[config.mk]
export PLATFORM = sky130hd
export DESIGN_NAME = avalon_fft_loader
export DESIGN_NICKNAME = d
export VERILOG_FILES = /design/src/rtl/avalon_fft_loader.sv
export SDC_FILE = /design/constraint.sdc
export NUM_CORES = 1
export LEC_CHECK = 0
export ABC_AREA = 1
export BUFFER_PORTS_ARGS = -buffer_cell sky130_fd_sc_hd__clkbuf_2
export CAP_MARGIN = 20
export CORE_ASPECT_RATIO = 1.5
export CORE_UTILIZATION = 40
export DETAILED_ROUTE_END_ITERATION = 8
export SYNTH_ARGS = -nofsm -noshare
export SYNTH_HDL_FRONTEND = slang
export SYNTH_SLANG_ARGS = --single-unit
[constraint.sdc]
create_clock -name clk -period 4.2 [get_ports clk]
set_input_delay 0.42 -clock clk [delete_from_list [all_inputs] [get_ports clk]]
set_output_delay 0.42 -clock clk [all_outputs]
set_load 0.02 [all_outputs]
[src/rtl/avalon_fft_loader.sv]
// Avalon-MM register front end for the FFT core: loads a programmable number of
// samples, starts the transform, tracks completion and exposes the result memory.
module avalon_fft_loader #(
  parameter int unsigned DATA_W = 32,
  parameter int unsigned LOG2N  = 9,
  parameter int unsigned ADDR_W = LOG2N + 1
) (
  input  logic              clk,
  input  logic              rst,
  input  logic [ADDR_W-1:0] avs_address,
  input  logic              avs_read,
  input  logic              avs_write,
  input  logic [DATA_W-1:0] avs_writedata,
  output logic [DATA_W-1:0] avs_readdata,
  output logic              avs_readdatavalid,
  output logic              avs_waitrequest,
  output logic [DATA_W-1:0] fft_init_data,
  output logic [LOG2N-1:0]  fft_wAddress,
  output logic              fft_wEn,
  output logic              fft_start,
  input  logic              fft_done,
  output logic [LOG2N-1:0]  res_addr,
  output logic              res_rd,
  input  logic [DATA_W-1:0] res_data,
  output logic              irq
);

  typedef enum logic [2:0] {IDLE, LOAD, FULL, START, RUN} state_t;

  localparam logic [LOG2N:0]    N_LEN   = {1'b1, {LOG2N{1'b0}}};
  localparam logic [LOG2N:0]    ONE_LEN = {{LOG2N{1'b0}}, 1'b1};
  localparam logic [ADDR_W-2:0] A_CTRL  = (ADDR_W-1)'(0);
  localparam logic [ADDR_W-2:0] A_STAT  = (ADDR_W-1)'(1);
  localparam logic [ADDR_W-2:0] A_LEN   = (ADDR_W-1)'(2);
  localparam logic [ADDR_W-2:0] A_SMPL  = (ADDR_W-1)'(3);

  state_t            state, state_nx;
  logic [LOG2N:0]    ptr, len;
  logic              irq_en, auto_start, done, overflow, start_err;

  logic              csr_sel;
  logic [ADDR_W-2:0] reg_idx;
  logic              wr_ctrl, wr_stat, wr_len, wr_smpl;
  logic              start_req, soft_clr, len_ok;
  logic              sample_acc, ovf_set, serr_set, done_set;

  logic [DATA_W-1:0] csr_rdata, csr_q;
  logic              rd_v1, rd_res1;

  assign csr_sel   = ~avs_address[ADDR_W-1];
  assign reg_idx   = avs_address[ADDR_W-2:0];
  assign wr_ctrl   = avs_write & csr_sel & (reg_idx == A_CTRL);
  assign wr_stat   = avs_write & csr_sel & (reg_idx == A_STAT);
  assign wr_len    = avs_write & csr_sel & (reg_idx == A_LEN);
  assign wr_smpl   = avs_write & csr_sel & (reg_idx == A_SMPL);
  assign start_req = wr_ctrl & avs_writedata[0];
  assign soft_clr  = wr_ctrl & avs_writedata[1];
  assign len_ok    = (avs_writedata != '0) && (avs_writedata <= DATA_W'(N_LEN));

  assign avs_waitrequest = 1'b0;
  assign irq             = done & irq_en;
  assign res_rd          = avs_read & avs_address[ADDR_W-1];
  assign res_addr        = res_rd ? avs_address[LOG2N-1:0] : '0;

  always_ff @(posedge clk) begin
    if (rst) state <= IDLE;
    else     state <= state_nx;
  end

  // LOAD checks the registered ptr, so the last accepted sample is followed by one
  // LOAD cycle before START; that extra cycle sets the auto-start latency.
  always_comb begin
    state_nx   = state;
    sample_acc = 1'b0;
    ovf_set    = 1'b0;
    serr_set   = 1'b0;
    done_set   = 1'b0;
    fft_start  = (state == START);
    if (soft_clr) begin
      state_nx = IDLE;
    end else begin
      case (state)
        IDLE: begin
          serr_set = start_req;
          if (wr_smpl) begin
            sample_acc = 1'b1;
            state_nx   = (len == ONE_LEN && !auto_start) ? FULL : LOAD;
          end
        end
        LOAD: begin
          serr_set = start_req;
          if (ptr == len) begin
            state_nx = auto_start ? START : FULL;
            ovf_set  = wr_smpl;
          end else begin
            sample_acc = wr_smpl;
          end
        end
        FULL: begin
          ovf_set = wr_smpl;
          if (start_req) state_nx = START;
        end
        START: begin
          ovf_set  = wr_smpl;
          state_nx = RUN;
        end
        RUN: begin
          ovf_set  = wr_smpl;
          serr_set = start_req;
          if (fft_done) begin
            done_set = 1'b1;
            state_nx = IDLE;
          end
        end
        default: state_nx = IDLE;
      endcase
    end
  end

  always_ff @(posedge clk) begin
    if (rst) begin
      len           <= N_LEN;
      ptr           <= '0;
      irq_en        <= 1'b0;
      auto_start    <= 1'b0;
      done          <= 1'b0;
      overflow      <= 1'b0;
      start_err     <= 1'b0;
      fft_wEn       <= 1'b0;
      fft_wAddress  <= '0;
      fft_init_data <= '0;
    end else begin
      fft_wEn <= sample_acc;
      if (sample_acc) begin
        fft_wAddress  <= ptr[LOG2N-1:0];
        fft_init_data <= avs_writedata;
      end
      if (wr_ctrl) begin
        irq_en     <= avs_writedata[2];
        auto_start <= avs_writedata[3];
      end
      if (wr_len && state == IDLE)
        len <= len_ok ? avs_writedata[LOG2N:0] : N_LEN;
      if (soft_clr || done_set) ptr <= '0;
      else if (sample_acc)      ptr <= ptr + 1'b1;
      // Set has priority over write-one-to-clear; soft_clear beats both.
      if (soft_clr)                           done <= 1'b0;
      else if (done_set)                      done <= 1'b1;
      else if (wr_stat && avs_writedata[1])   done <= 1'b0;
      if (soft_clr)                           overflow <= 1'b0;
      else if (ovf_set)                       overflow <= 1'b1;
      else if (wr_stat && avs_writedata[2])   overflow <= 1'b0;
      if (soft_clr)                           start_err <= 1'b0;
      else if (serr_set)                      start_err <= 1'b1;
      else if (wr_stat && avs_writedata[3])   start_err <= 1'b0;
    end
  end

  always_comb begin
    csr_rdata = '0;
    case (reg_idx)
      A_CTRL: csr_rdata[3:2] = {auto_start, irq_en};
      A_STAT: begin
        csr_rdata[0]            = (state == RUN);
        csr_rdata[1]            = done;
        csr_rdata[2]            = overflow;
        csr_rdata[3]            = start_err;
        csr_rdata[LOG2N+16:16]  = ptr;
      end
      A_LEN:  csr_rdata[LOG2N:0] = len;
      default: csr_rdata = '0;
    endcase
  end

  // Two-stage read pipeline: CSR data is captured at request, result data one
  // cycle later when the result memory presents it.
  always_ff @(posedge clk) begin
    if (rst) begin
      rd_v1             <= 1'b0;
      rd_res1           <= 1'b0;
      csr_q             <= '0;
      avs_readdatavalid <= 1'b0;
      avs_readdata      <= '0;
    end else begin
      rd_v1             <= avs_read;
      rd_res1           <= res_rd;
      if (avs_read) csr_q <= csr_rdata;
      avs_readdatavalid <= rd_v1;
      if (rd_v1) avs_readdata <= rd_res1 ? res_data : csr_q;
    end
  end

endmodule

# ---- After elaboration in Yosys (flattened, before gate mapping)
# Index checks and enable logic that the tools add are counted.
dict set report op_classes {
  add_sub_neg 1
  order_cmp 1
  n_eq_ne 13
  n_mux 32
  bitwise_logic 10
  n_reduce_logical 19
}
# op n
set ops {}
lappend ops {{32-bit by 10-bit <= comparator with 1-bit output, second input constant} 1}
lappend ops {{32-bit two-way mux} 1}
lappend ops {{32-bit nonzero test} 1}
lappend ops {{10-bit two-way mux} 2}
lappend ops {{9-bit by 2-bit equality test with 1-bit output, second input constant} 2}
lappend ops {{1-bit two-way mux} 17}
lappend ops {{3-bit one-hot mux with 5 select lines} 1}
lappend ops {{3-bit two-way mux} 4}
lappend ops {{10-bit by 1-bit adder with 10-bit output, second input constant} 1}
lappend ops {{10-bit by 1-bit equality test with 1-bit output, second input constant} 1}
lappend ops {{10-bit equality test} 1}
lappend ops {{1-bit AND} 9}
lappend ops {{9-bit by 1-bit equality test with 1-bit output, second input constant} 1}
lappend ops {{9-bit logical NOT} 1}
lappend ops {{9-bit two-way mux} 1}
lappend ops {{2-bit inequality test, second input constant} 4}
lappend ops {{3-bit by 2-bit equality test with 1-bit output, second input constant} 2}
lappend ops {{1-bit logical AND} 6}
lappend ops {{6-bit two-way mux} 1}
lappend ops {{2-bit one-hot mux with 3 select lines} 1}
lappend ops {{2-bit nonzero test} 3}
lappend ops {{3-bit OR reduction} 2}
lappend ops {{1-bit one-hot mux with 2 select lines} 2}
lappend ops {{2-bit one-hot mux with 2 select lines} 1}
lappend ops {{other kinds (9)} 10}
dict set report totals {
  reg_bits 125
  input_bits 79
  output_inout_bits 88
  word_cells 92
}

# ---- Depth between registers and ports, before layout
dict set report depth {
  depth_word 7
  ltp_mapped 14
  ltp_nobuf 12
}

# ---- Worst setup path before layout
# OpenSTA, ideal clock, no wires.
dict set report synth_timing {
  kind {input -> output}
  start {in avs_read}
  end {out res_addr[0]}
  arrival_ns 1.272
  t_required_ns 3.780
  slack_ns 2.508
  stages 4
  path_buffers 2
  cell_sequence {clkbuf_1 nand2_1 clkbuf_1 nor2_1}
}
dict set report synth_via {
  elab_chain_cells 2
}
# item line
set synth_lines {}
lappend synth_lines {{from (decl)} 11} ;# input logic avs_read,
lappend synth_lines {{1-bit AND} 62} ;# assign res_rd = avs_read & avs_address[ADDR_W-1];
lappend synth_lines {{9-bit two-way mux} 63} ;# assign res_addr = res_rd ? avs_address[LOG2N-1:0] : '0;
lappend synth_lines {{to (decl)} 22} ;# output logic [LOG2N-1:0] res_addr,
# Every way passes these cells.

# ---- Final worst setup path
dict set report layout_timing {
  start {reg ptr[2]}
  end {reg fft_init_data[0]}
}
dict set report layout_via {
  elab_chain_cells 4
}
# item line
set layout_lines {}
lappend layout_lines {{from (decl)} 38} ;# logic [LOG2N:0] ptr, len;
lappend layout_lines {{from (signal assigned)} 145} ;# else if (sample_acc) ptr <= ptr + 1'b1;
lappend layout_lines {{10-bit equality test} 92} ;# if (ptr == len) begin
lappend layout_lines {{1-bit two-way mux} 92}
lappend layout_lines {{1-bit one-hot mux with 2 select lines} 82} ;# case (state)
lappend layout_lines {{1-bit two-way mux} 79} ;# if (soft_clr) begin
lappend layout_lines {{to (signal assigned)} 136} ;# fft_init_data <= avs_writedata;
lappend layout_lines {{to (decl)} 17} ;# output logic [DATA_W-1:0] fft_init_data,
# Every way passes these cells.
# A chain may end at the register's enable or synchronous reset.

==> key figures <==
Job
  – # Max-Cap Violations: 0

STA
  – Fin Clk Skew: between 9 and 10 ps
  – Setup_tns: 0 ps
  – Worst Tran Pin Value: about 1000 ps
  – Fin crit period: 2220 ps
  – Setup violators final: 0
  – Fin crit share: about 53%
  – Relative slew slack: 30.0%
  – Max Slew Vio Count: 0
  – Hold Violations, Final: 0
  – Max Fclk: ~450 MHz
  – RSZ-0062 raised after global routing: no

Worst setup path
  – Crit path DAT: about 2500 ps
  – CP Class: reg -> reg
  – Worst path max stage delay: 540 ps
  – Worst R2R Setup Slack: between 1500 and 2000 ps
  – CP startpoint kind: register
  – Most common cell type on the critical path: nand2_1
  – Slowest-stage cell, CP: dfxtp_1
  – Req. time, crit path: 4460 ps
  – CP Cell Sequence: inv_1, nand2_1, nand2_1, nor2_1, nand2_1, nor2_2, nand2_2, nand3_4, nand2_2, nand2_1, a21oi_1
  – Crit path max fanout: 47
  – Worst setup EP type: register

GRT
  – Initial antenna violation count: 0
  – Largest net degree at the start of global routing: 75
  – Total congestion overflow: 0
  – GR Util All Layers: 23.4%
  – Vias in the first global route: 5450
  – First-pass GRT wire length: 27300 um

Clocking
  – H-tree depth: 4
  – Worst skew pair latency: between 400 and 500 ps
  – Clock Tree Root: clkbuf_16
  – Reg clk slew, reported paths: 60 ps
  – Post-CTS Setup Repair Bufs: 0
  – CTS sink cnt: 125
  – Cts bufs inserted: 17
  – CTS tree: done
  – Post-CTS Hold Buffers: 0
  – Cts repair resizes: 0
  – Clk buf depth: 2

Outcome
  – Status: complete, no violations

Placed design
  – IO Port Bufs: 165
  – Gpl congestion: a little under 0.9
  – Detailed Place HPWL: roughly 12000 um

Logic synthesis
  – Cells after synthesis: between 700 and 800
  – Mean Syn Cell Area: between 7 and 8 um2
  – Top-area cell type share of the netlist area: between 40% and 50%
  – Sequential-to-total area share from yosys stat: between 40% and 50%
  – Compound-gate portion of the synthesized area: between 10% and 20%
  – Synth area leaders: dfxtp_1 44%, a21oi_1 12%, nand2_1 11%
  – Mapped cell area: around 5700 um2
  – Yosys reg bits: 125
  – Syn nets: just under 900
  – Distinct cells, synth: 30
  – Synth Area in Adders: less than 1%
  – Syn. warnings: 0
  – XOR/XNOR Fraction of Synth Area: under 10%
  – Simple-gate portion of the synthesized area: between 20 and 30%
  – Main combinational cell family by area after synthesis: simple AND/OR/NAND/NOR gates
  – Leading area contributor after synthesis: dfxtp_1
  – Mux share of post-synthesis cell area: 0%

Floorplanning
  – Ports: between 150 and 200
  – Chip Width: about 100 um
  – Row cnt: 53
  – Initial Utilization: approximately 41%
  – Core Area: 14000 um2
  – DIE HEIGHT: 148 um
  – Total die area: around 15000 um2

Finish
  – Area of the multi-input gates: between 2000 and 3000 um2
  – Most frequent cells in the layout: 166 x nand2_1, 165 x clkbuf_2, 132 x a21oi_1
  – Register area: approximately 2500 um2
  – Final #Nets: 1009
  – Most common cell after layout, fill and taps aside: nand2_1
  – Share of cells above drive strength 1: 26.0%
  – # fillers: approximately 1500
  – Layout area overhead: 25.6%
  – Antenna cell count: 0
  – Final Util: between 50% and 60%

Drt
  – Routed vias: 5732
  – Via-to-Cell Ratio: approximately 5.1
  – Drt wl/cell: about 15 um
  – Final wirelength: approximately 17000 um
  – # DRC: 0
  – DRT antenna net count: 0
  – First-pass DRT Iterations: 5
  – Iteration-0 DRC Markers: ~270

Power
  – Pwr dens: approximately 420 nW/um2
  – Leakage power total: 2.97 nW
  – Max IR drop VDD: approximately 0.28 mV

Hold path
  – Hold crit path type: in -> reg
==> per-layer routing <==
metal | vias to the layer above | share of wire [%] | track usage (%) | wire [um]
li1 | 2908 | - | - | -
met3 | 29 | 4.4 | 5.40 | 736
met4 | 0 | 2.4 | 9.26 | 406
met2 | 162 | 52 | 41.9 | 8640
met5 | - | 0 | 0 | 0
met1 | 2633 | 42 | 26.7 | 6990
==> worst max-delay path, delay by kind of cell (launching register included) <==
| kind | cells | cell delay (ps) |
|---|---|---|
| simple gates | 9 | 1310 |
| flops | 1 | 540 |
| compound gates | 1 | 90 |
| buf+inv | 1 | 120 |
==> area by class of cell <==
type | instances | share of cell area (%)
clock buffer | 17 | 5.93
sequential | 125 | 34.9
tap | 192 | 3.35
timing repair buffer | 171 | 12.1
multi-input combinational | 552 | 37.9
clock inverter | 15 | 2.61
inverter | 62 | 3.24
==> flip-flops by register name, summed over array words and instances (netlist names), 3 cells and up <==
| register | count |
|---|---|
| avs_readdata | 32 |
| csr_q | 20 |
| fft_init_data | 32 |
| fft_wAddress | 9 |
| len | 10 |
| ptr | 10 |
| state | 3 |
==> Yosys cell counts <==
cell,instances
ha_1,1
o211ai_1,2
o22ai_1,1
buf_6,5
buf_8,2
a21oi_2,7
clkbuf_1,25
nand4_1,19
nor3_1,7
buf_4,4
nor2_2,6
inv_1,60
nor4_1,2
nand2_1,167
nand3_1,75
inv_2,2
o21a_1,1
o31ai_1,1
nor3_2,1
conb_1,1
xor2_1,8
a21oi_1,132
o21ai_0,39
nand3_2,21
buf_2,7
buf_1,5
nor2_1,57
dfxtp_1,125
nand2_2,3
nand3_4,1
==> where the power goes <==
| group | switching, mW | total [mW] | internal (mW) |
|---|---|---|---|
| Clock | 0.569 | 1.51 | 0.943 |
| Combinational | 0.183 | 0.268 | 0.0856 |
| Sequential | 0.0166 | 1.22 | 1.21 |
| Total | 0.768 | 3.00 | 2.24 |
==> per-stage QoR <==
step / setup WS, ps / hold slack [ps] / area (um2) / cells / power, mW
after global routing: 1790 / 246 / 7180 / 1134 / 3.11
after floorplan: 2510 / 443 / 5720 / 787 / 1.41
after global placement: 1910 / 452 / 6570 / 1102 / 1.52
after detailed placement: 1890 / 457 / 6570 / 1102 / 1.52
final: 1980 / 252 / 7180 / 1134 / 3.00
after CTS: 1950 / 236 / 7180 / 1134 / 3.03
==> cells by family (layout without fill, tap and decap cells) <==
group                      after synthesis  count (layout)
AOI/OAI and AO/OA                      183             183
xor gates and xnor gates                 8               8
adders and majority gates                1               1
buffers and inverters                  110             265
DFF                                    125             125
other                                    1               1
and+or+nand+nor                        359             359
==> final timing paths <==
check | endpoint | startpoint | cells after the start
setup / recovery | fft_init_data[0]$_SDFFE_PP0P_ | ptr[2]$_SDFFE_PP0P_ | 11
hold / removal | fft_init_data[18]$_SDFFE_PP0P_ | avs_writedata[18] | 3
setup reg to reg | fft_init_data[0]$_SDFFE_PP0P_ | ptr[2]$_SDFFE_PP0P_ | 11
hold reg to reg | csr_q[24]$_SDFFE_PP0P_ | csr_q[24]$_SDFFE_PP0P_ | 2
No activity file was read; power rests on OpenSTA's default activity.
